$ cat src/rtl/serial_adder_pkg.sv
`default_nettype none
// ============================================================================
//  Module  : serial_adder_pkg
//  Purpose : Shared definitions for the bit-serial adder controller:
//            FSM state encodings and the bit-counter width helper.
//  Ports   : none (package)
//  Revision: 1.0 - initial release
// ============================================================================
package serial_adder_pkg;

    localparam logic [1:0] ST_IDLE = 2'd0;
    localparam logic [1:0] ST_RUN  = 2'd1;
    localparam logic [1:0] ST_DONE = 2'd2;

    // Counter must index WIDTH bit positions. A 1-bit counter is the
    // floor so the WIDTH=1 build still has a legal vector.
    function automatic int cnt_width(input int w);
        if (w <= 1) begin
            return 1;
        end
        return $clog2(w);
    endfunction

endpackage : serial_adder_pkg
`default_nettype wire

$ cat src/rtl/serial_adder_ctrl_fa.sv
`default_nettype none
// ============================================================================
//  Module  : FullAdderCell
//  Purpose : Single-bit full adder, the only arithmetic resource of the
//            serial adder datapath.
//  Ports   : i_a, i_b, i_ci  - addend bits and carry-in
//            o_s, o_co       - sum bit and carry-out
//  Revision: 1.0 - initial release
// ============================================================================
module FullAdderCell (
    input  logic i_a,
    input  logic i_b,
    input  logic i_ci,
    output logic o_s,
    output logic o_co
);

    assign o_s  = i_a ^ i_b ^ i_ci;
    assign o_co = (i_a & i_b) | (i_ci & (i_a ^ i_b));

endmodule : FullAdderCell
`default_nettype wire

$ cat src/rtl/serial_adder_ctrl.sv
`default_nettype none
// ============================================================================
//  Module  : serial_adder_ctrl
//  Purpose : Bit-serial adder. Adds two WIDTH-bit operands LSB first, one
//            bit per clock, through a single full adder cell. Operands are
//            taken over a valid/ready handshake and the result is offered
//            over a second valid/ready handshake.
//  Ports   : clk, rst_n             - clock, async active-low reset
//            i_in_valid/o_in_ready  - operand handshake
//            i_a, i_b, i_cin        - operands, sampled on accept
//            i_sub                  - subtract select (SERIAL_ADDER_SUB_EN)
//            o_out_valid/i_out_ready- result handshake
//            o_sum, o_cout          - registered result
//  Macro   : SERIAL_ADDER_SUB_EN - adds i_sub; sum = a - b when set,
//            cout=1 meaning no borrow, cin ignored.
//  Revision: 1.0 - initial release
// ============================================================================
module serial_adder_ctrl
    import serial_adder_pkg::*;
#(
    parameter int WIDTH = 8
) (
    input  logic             clk,
    input  logic             rst_n,
    input  logic             i_in_valid,
    output logic             o_in_ready,
    input  logic [WIDTH-1:0] i_a,
    input  logic [WIDTH-1:0] i_b,
    input  logic             i_cin,
`ifdef SERIAL_ADDER_SUB_EN
    input  logic             i_sub,
`endif
    output logic             o_out_valid,
    input  logic             i_out_ready,
    output logic [WIDTH-1:0] o_sum,
    output logic             o_cout
);

    localparam int                c_CNT_W    = cnt_width(WIDTH);
    localparam logic [c_CNT_W-1:0] c_CNT_LAST = c_CNT_W'(WIDTH - 1);

    logic [1:0]         r_state;
    logic [WIDTH-1:0]   r_a_sh;
    logic [WIDTH-1:0]   r_b_sh;
    logic [WIDTH-1:0]   r_sum;
    logic               r_carry;
    logic               r_cout;
    logic [c_CNT_W-1:0] r_cnt;

    logic               w_fa_sum;
    logic               w_fa_co;
    logic [WIDTH-1:0]   w_sum_shift;
    logic [WIDTH-1:0]   w_b_load;
    logic               w_c_load;

    // Subtraction is a + ~b + 1: invert b on load and force the carry.
`ifdef SERIAL_ADDER_SUB_EN
    assign w_b_load = i_sub ? ~i_b : i_b;
    assign w_c_load = i_sub ? 1'b1 : i_cin;
`else
    assign w_b_load = i_b;
    assign w_c_load = i_cin;
`endif

    FullAdderCell u_fa (
        .i_a  (r_a_sh[0]),
        .i_b  (r_b_sh[0]),
        .i_ci (r_carry),
        .o_s  (w_fa_sum),
        .o_co (w_fa_co)
    );

    // New sum bit enters at the MSB so that after WIDTH shifts the LSB
    // computed first lands in bit 0.
    generate
        if (WIDTH == 1) begin : g_sum_w1
            assign w_sum_shift = w_fa_sum;
        end else begin : g_sum_wn
            assign w_sum_shift = {w_fa_sum, r_sum[WIDTH-1:1]};
        end
    endgenerate

    always_ff @(posedge clk or negedge rst_n) begin
        if (!rst_n) begin
            r_state <= ST_IDLE;
            r_a_sh  <= '0;
            r_b_sh  <= '0;
            r_sum   <= '0;
            r_carry <= 1'b0;
            r_cout  <= 1'b0;
            r_cnt   <= '0;
        end else begin
            case (r_state)
                ST_IDLE: begin
                    if (i_in_valid) begin
                        r_a_sh  <= i_a;
                        r_b_sh  <= w_b_load;
                        r_carry <= w_c_load;
                        r_cnt   <= '0;
                        r_sum   <= '0;
                        r_state <= ST_RUN;
                    end
                end
                ST_RUN: begin
                    r_a_sh  <= r_a_sh >> 1;
                    r_b_sh  <= r_b_sh >> 1;
                    r_sum   <= w_sum_shift;
                    r_carry <= w_fa_co;
                    r_cnt   <= r_cnt + 1'b1;
                    if (r_cnt == c_CNT_LAST) begin
                        r_cout  <= w_fa_co;
                        r_state <= ST_DONE;
                    end
                end
                ST_DONE: begin
                    if (i_out_ready) begin
                        r_state <= ST_IDLE;
                    end
                end
                default: begin
                    r_state <= ST_IDLE;
                end
            endcase
        end
    end

    // rst_n gating keeps in_ready low for the whole reset interval even
    // though the state register already reads IDLE.
    assign o_in_ready  = rst_n && (r_state == ST_IDLE);
    assign o_out_valid = (r_state == ST_DONE);
    assign o_sum       = r_sum;
    assign o_cout      = r_cout;

endmodule : serial_adder_ctrl
`default_nettype wire
$ cat config.mk
export PLATFORM = sky130hd
export DESIGN_NAME = serial_adder_ctrl
export DESIGN_NICKNAME = d
export VERILOG_FILES = /design/src/rtl/serial_adder_pkg.sv /design/src/rtl/serial_adder_ctrl_fa.sv /design/src/rtl/serial_adder_ctrl.sv
export SDC_FILE = /design/constraint.sdc
export NUM_CORES = 1
export LEC_CHECK = 0
export BUFFER_PORTS_ARGS = -buffer_cell sky130_fd_sc_hd__buf_4
export CORE_MARGIN = 2
export CORE_UTILIZATION = 48
export CTS_BUF_LIST = sky130_fd_sc_hd__clkbuf_8 sky130_fd_sc_hd__clkbuf_16
export DETAILED_ROUTE_END_ITERATION = 8
export GPL_ROUTABILITY_DRIVEN = 0
export GPL_TIMING_DRIVEN = 1
export PLACE_DENSITY = 0.85
export REMOVE_ABC_BUFFERS = 1
export SLEW_MARGIN = 40
export SYNTH_ARGS = -nofsm -noshare
export SYNTH_HDL_FRONTEND = slang
export SYNTH_SLANG_ARGS = --single-unit
$ cat constraint.sdc
create_clock -name clk -period 1.1 [get_ports clk]
set_input_delay 0.11 -clock clk [delete_from_list [all_inputs] [get_ports clk]]
set_output_delay 0.11 -clock clk [all_outputs]
set_load 0.005 [all_outputs]
==> results of run 1 <==
power groups by stage:
stage | clock, W | sequential, W | combinational (W)
6_report | 0.000972 | 0.00208 | 0.00289
4_1_cts | 0.000990 | 0.00207 | 0.00263
5_1_grt | 0.00105 | 0.00214 | 0.00316
3_3_place_gp | 0 | 0.00203 | 0.00208
2_1_floorplan | 0 | 0.00208 | 0.00117
3_5_place_dp | 0 | 0.00208 | 0.00221
how the worst min path moves through the flow:
| stage | from | to |
|---|---|---|
| detailed placement | rst_n | r_state[0]$_DFFE_PN0P_ |
| global placement | rst_n | r_state[0]$_DFFE_PN0P_ |
| floorplan | rst_n | o_cout$_DFFE_PN0P_ |
| CTS | i_b[7] | r_b_sh[7]$_DFFE_PN0P_ |
| global route | i_b[0] | r_b_sh[0]$_DFFE_PN0P_ |
| finish | i_a[7] | r_a_sh[7]$_DFFE_PN0P_ |
registers in the layout, summed over array words and instances, names as in the netlist:
signal	count
o_cout	1
r_a_sh	8
r_b_sh	8
o_sum	8
r_state	2
r_carry	1
r_cnt	3
synthesized netlist by cell type, drive strengths merged:
library cell	instances
a221oi	1
a22o	9
buf	13
dfrtp	31
fa	1
ha	2
inv	5
mux2i	1
nand2	5
nand2b	2
nand3b	1
nor2	5
nor2b	2
nor3	36
nor3b	1
o21ai	7
o21bai	1
o22ai	14
o31ai	1
o32ai	3
or2	1
worst reg2reg max path: stages (launching register included):
cell and delay, ns:
dfrtp_2 0.45, buf_6 0.15, nor2b_4 0.13, buf_6 0.12
a22o_1 0.23
repair_timing:
| action | 4_1_cts | 5_1_grt |
|---|---|---|
| setup buffers | 7 | 2 |
| pin swaps | 10 | 8 |
| endpoints found under the hold margin | 32 | 0 |
| gates resized for setup | 26 | 21 |
| gates cloned | 1 | 1 |
| endpoints found under the setup margin | 32 | 33 |
| hold buffers | 2 | 0 |
stage by stage:
| stage | worst slack (ns) | power, W | hold slack, ns |
|---|---|---|---|
| global placement | -0.0530 | 0.00412 | 0.153 |
| global route | -0.230 | 0.00635 | 0.102 |
| finish | -0.174 | 0.00595 | 0.0733 |
| floorplan | -0.681 | 0.00325 | -0.186 |
| CTS | -0.158 | 0.00568 | 0.0773 |
| detailed placement | -0.0904 | 0.00429 | 0.162 |
logic make-up (layout without fill, tap and decap cells):
| group | Yosys count | after routing | share of synthesized area [%] |
|---|---|---|---|
| flops | 31 | 31 | 49.6 |
| mux | 1 | 1 | 0.640 |
| fa+ha+maj | 3 | 3 | 2.88 |
| buf+inv | 18 | 72 | 10.2 |
| simple gates | 53 | 54 | 19.3 |
| compound gates | 36 | 36 | 17.5 |
cells in the final DEF (no fill, tap or decap):
| cell | Yosys | final |
|---|---|---|
| mux2i_1 | 1 | 1 |
| nand2b_4 | 1 | 3 |
| inv_1 | 4 | 4 |
| nand2_1 | 5 | 5 |
| ha_4 | 0 | 1 |
| buf_6 | 12 | 6 |
| nor3_1 | 30 | 24 |
| o31ai_2 | 1 | 1 |
| fa_2 | 0 | 1 |
| a221oi_2 | 1 | 1 |
| o21ai_1 | 0 | 6 |
| nor2_1 | 5 | 4 |
| dfrtp_2 | 0 | 1 |
| a22o_1 | 9 | 9 |
| dlygate4sd3_1 | 0 | 2 |
| nor2b_4 | 0 | 2 |
| nor2_4 | 0 | 1 |
| o22ai_1 | 14 | 12 |
| nand3b_1 | 1 | 1 |
| buf_12 | 0 | 1 |
| buf_4 | 0 | 50 |
| inv_8 | 0 | 1 |
| or2_4 | 0 | 1 |
| o32ai_2 | 0 | 2 |
| o32ai_4 | 0 | 1 |
| o21ai_0 | 7 | 1 |
| nor3_2 | 6 | 12 |
| inv_2 | 1 | 1 |
| dfrtp_1 | 31 | 30 |
| o21bai_4 | 1 | 1 |
| o22ai_2 | 0 | 2 |
| ha_2 | 0 | 1 |
| nor3b_4 | 0 | 1 |
| clkbuf_8 | 0 | 7 |
layer usage:
layer	global-route usage (%)	up-vias	wire length, um	part of all wire (%)
li1	-	631	-	-
met1	28.4	659	1510	40
met2	39.4	40	2080	55
met3	6.30	6	178	4.7
met4	6.52	0	46	1.2
met5	0	-	0	0
cell type report:
type	count	area share, %
Clock buffer	7	4.33
Multi-Input combinational cell	94	35.2
Tap cell	44	2.48
Timing Repair Buffer	59	21.7
Sequential cell	31	34.9
Inverter	5	1.18
Clock inverter	1	0.169
==> flow_summary.toml, run 1 <==
[clock_network]
htree_levels = 2
cts_buffer_depth = 2
worst_skew_pair.late_latency_ns = 0.28
cts.sinks = 31
path_clk_slew_ns = 0.06
root_buffer = "clkbuf_8"
cts_tree = "done"
numCtsBuffers = 5

[floorplan]
core_sq_um = 3080
fp-row-count = 20
initial_core_util_pct = 50.9
ios = 32
die_y_um = 61.1
chipWidth_um = 61.1
dieArea_sq_um = 3730

[routing]
firstDrtPassIters = 4
wirelength_um = 3810
vias_per_cell = 5.54
drt_iter0_drc = 50
route.detailed.drc = 0
num_vias = 1336
wl_per_cell_um = 15.8
ant_nets = 0

[yosys]
syn-cell-area_sq_um = 1570
ys_warn_count = 0
synth_top_area_cell = "dfrtp_1"
synth.distinct_cells = 25
syn_avg_cell_area_sq_um = 11.0
synth.yosys.seq_area_share_pct = 49.6
ys_ff_latch = 31
synth_cells = 142
synth.top_cell.area_share_pct = 49.6
synth_area_leaders = "dfrtp_1 (50%), nor3_1 (9.6%), buf_6 (8.6%), o22ai_1 (5.6%), a22o_1 (5.0%)"

[sta]
hold_viol_final = 0
slew_violations = 0
tightest_slew_ns = 0.391
fin_skew_ns = 0.00573
max_freq_ghz = 0.785
max-slew-margin-rel_pct = 73.9
tns_ns = -2.34
timing.final.crit_share_pct = 116
setup_violations = 31
setup_ws_ns = -0.174
rsz0062_at_grt = "true"
fin_crit_ns = 1.27

[layout]
final_cells = 241
final_nets = 220
fill_cells = 232
drive_above_1_share_pct = 49.7
multi_input_area_sq_um = 782
area_delta_synth_final_pct = 42.0
final_cell_area_sq_um = 2220
diodes = 0
fin_util_pct = 72.2
seq_area_sq_um = 777

[critical_path]
r2r_cells = 4
startpoint = "r_state[1]$_DFFE_PN0P_"
cp_common_cell = "buf_4"
worstSetupEndpoint = "o_out_valid"
crit_arrival_ns = 1.16
crit_path_end_kind = "primary output"
slowest_delay_ns = 0.40
path_delay_family = "buffers and inverters"
regToRegEndpoint = "o_sum[4]$_DFFE_PN0P_"
path_max_fanout = 16
path_depth = 4
cp-start-kind = "flop"
worstPathRequired_ns = 0.99
cp_slowest_cell = "dfrtp_1"
critical_path_buf_inv_count = 3
r2r-start = "r_state[0]$_DFFE_PN0P_"
r2r_setup_slack_ns = -0.10
worstPathCellList = "buf_4 > inv_8 > nor2_1 > buf_4"
crit_type = "reg2out"

[power]
power_density_nw_per_um2 = 2670
power_frac_clock_pct = 16.3
peakVddDrop_uv = 1160
p_leak_nw = 0.988
internal_power_w = 0.00381
swShare_pct = 36.0
p_switching_w = 0.00214
pwr-share-seq_pct = 35.1
pwr-share-comb_pct = 48.6

[run_status]
outcome = "finished, violations left"
violations = "negative setup slack"

[global_routing]
overflow = 0
grt_pass1_wl_um = 6270
grt_max_degree = 32
track_usage_pct = 23.0
antenna_found_initial = 0
first_global_vias = 1354

[min_path]
min_path_type = "in2reg"
hold_depth = 3

[placed_design]
placed_cells = 220
hpwl_um = 2380
port_buffers = 31
placed_cell_area_sq_um = 1850

[flow_run]
drv_cap = 0
Note: power is estimated with default switching activity, not from simulation.
==> run 2, diff against run 1 <==
--- a/config.mk
+++ b/config.mk
@@ -6,6 +6,7 @@
 export NUM_CORES = 1
 export LEC_CHECK = 0
 export BUFFER_PORTS_ARGS = -buffer_cell sky130_fd_sc_hd__buf_4
+export CORE_ASPECT_RATIO = 0.7
 export CORE_MARGIN = 2
 export CORE_UTILIZATION = 48
 export CTS_BUF_LIST = sky130_fd_sc_hd__clkbuf_8 sky130_fd_sc_hd__clkbuf_16
@@ -13,6 +14,7 @@
 export GPL_ROUTABILITY_DRIVEN = 0
 export GPL_TIMING_DRIVEN = 1
 export PLACE_DENSITY = 0.85
+export RECOVER_POWER = 100
 export REMOVE_ABC_BUFFERS = 1
 export SLEW_MARGIN = 40
 export SYNTH_ARGS = -nofsm -noshare
==> run 2 against run 1 <==
  * The run still ends with negative setup slack left
  * Cell area is 5.9% higher
  * Sequential share of layout area is 1.9 points lower
  * Critical path depth is 1 lower
  * Count of clock-buffer cells in the layout is 1 lower
  * Register-to-register slack worse by 0.07 ns
  * Wire length is 24% higher
  * Critical path type unchanged
  * Largest cell class unchanged
  * Largest power group unchanged
  * Highest routed layer unchanged
==> flow_summary.toml, run 2 (same netlist as run 1, synthesis figures left out) <==
[power]
p_leak_nw = 1.03
power_density_nw_per_um2 = 2700
totalPowerFinal_w = 0.00637
peakVddDrop_uv = 1440

[clock_network]
cts.sinks = 31
path_clk_slew_ns = 0.06
root_buffer = "clkbuf_8"
cts_buffer_depth = 2
cts_tree = "done"
numCtsBuffers = 5
htree_levels = 2
worst_skew_pair.late_latency_ns = 0.29

[sta]
fin_crit_ns = 1.28
tightest_slew_ns = 0.424
tns_ns = -2.50
max-slew-margin-rel_pct = 71.7
rsz0062_at_grt = "true"
slew_violations = 0
setup_violations = 30
timing.final.crit_share_pct = 117
fin_skew_ns = 0.00575
setup_ws_ns = -0.184
hold_ws_ns = 0.0692
hold_viol_final = 0
max_freq_ghz = 0.779

[layout]
final_nets = 225
layout_common_cells = "buf_4 (42), dfrtp_1 (29), nor3_1 (20), nor3_2 (14), clkbuf_4 (11)"
drive_above_1_share_pct = 55.2
fin_util_pct = 75.3
final_cells = 239
final_common_cell = "buf_4"
diodes = 0
area_delta_synth_final_pct = 50.4

[floorplan]
initial_core_util_pct = 50.1
die_y_um = 51.8
dieArea_sq_um = 3740
core_sq_um = 3130
ios = 32
fp-row-count = 17
chipWidth_um = 72.3

[min_path]
min_path_type = "in2reg"

[critical_path]
startpoint = "r_state[1]$_DFFE_PN0P_"
r2r-start = "r_state[1]$_DFFE_PN0P_"
worstPathRequired_ns = 0.99
r2r_setup_slack_ns = -0.17
crit_path_end_kind = "primary output"
cp-start-kind = "flop"
crit_type = "reg2out"
regToRegEndpoint = "r_state[1]$_DFFE_PN0P_"
r2r_cells = 5
path_max_fanout = 5
worstSetupEndpoint = "o_in_ready"
crit_arrival_ns = 1.17

[routing]
ant_nets = 0
wl_per_cell_um = 19.7
wirelength_um = 4700
top_layer = "met4"
wl_met1_um = 2060
route.met2.wl_um = 2320
route.detailed.drc = 0
vias_per_cell = 6.00
firstDrtPassIters = 4
wl_met3_um = 206
num_vias = 1435
drt_iter0_drc = 93

[run_status]
violations = "negative setup slack"
outcome = "finished, violations left"

[global_routing]
grt_pass1_wl_um = 6780
antenna_found_initial = 0
track_usage_pct = 24.9
grt_max_degree = 32
first_global_vias = 1341
overflow = 0

[placed_design]
port_buffers = 31
hpwl_um = 2500
placed_cells = 214

[flow_run]
drv_cap = 0
[run 2: changes by cell type in the layout (fill, tap and decap cells not counted), sizes merged]
cell    before  now
clkbuf       7   18
buf         57   50
clkinv       0    1
inv          6    5
nand2b       3    2
o21bai       1    2
[run 2: cell type report]
| cell class | count | area, sq um |
|---|---|---|
| clock buffers | 6 | 82.6 |
| clock inverters | 1 | 5.00 |
| fillers | 188 | 772 |
| inverters | 5 | 26.3 |
| multi-input cells | 94 | 856 |
| flip-flops and latches | 31 | 778 |
| well taps | 38 | 47.5 |
| repair buffers | 64 | 559 |
[run 2: per-stage QoR]
step / cell area [sq um] / setup slack (ns)
detailed placement: 1850 / -0.256
floorplan: 1430 / -0.681
CTS: 2110 / -0.162
global placement: 1850 / -0.169
finish: 2350 / -0.184
global route: 2350 / -0.227
[run 2: critical path, cell delays in order (launching register included)]
cell and delay, ns:
dfrtp_2 0.44, buf_6 0.14, nor3b_4 0.18, buf_4 0.13
[run 2: what timing repair did]
| item | CTS | global route |
|---|---|---|
| setup buffers | 8 | 6 |
| pin swaps | 10 | 10 |
| hold endpoints to repair | 32 | 0 |
| resized for setup | 25 | 32 |
| setup endpoints to repair | 33 | 33 |
| hold buffers | 2 | 0 |
| cloned | 1 | 1 |
[run 2: power by group]
| part | internal [W] | switching, W |
|---|---|---|
| Sequential | 0.00167 | 0.000506 |
| Clock | 0.000490 | 0.000416 |
| Combinational | 0.00177 | 0.00152 |
| Total | 0.00393 | 0.00244 |
[run 2: how the worst min path moves through the flow]
stage	endpoint	startpoint	cells after the start	slack (ns)
detailed placement	r_a_sh[7]$_DFFE_PN0P_	rst_n	2	0.15
global route	r_b_sh[7]$_DFFE_PN0P_	i_b[7]	3	0.09
CTS	r_b_sh[7]$_DFFE_PN0P_	i_b[7]	3	0.07
floorplan	o_cout$_DFFE_PN0P_	rst_n	0	-0.19
global placement	r_a_sh[7]$_DFFE_PN0P_	rst_n	2	0.15
finish	r_b_sh[7]$_DFFE_PN0P_	i_b[7]	3	0.07
[run 2: routing by layer]
| layer | track usage (%) | vias up |
|---|---|---|
| li1 | - | 647 |
| met1 | 32.3 | 726 |
| met2 | 39.6 | 52 |
| met3 | 8.53 | 10 |
| met4 | 7.55 | 0 |
| met5 | 0 | - |
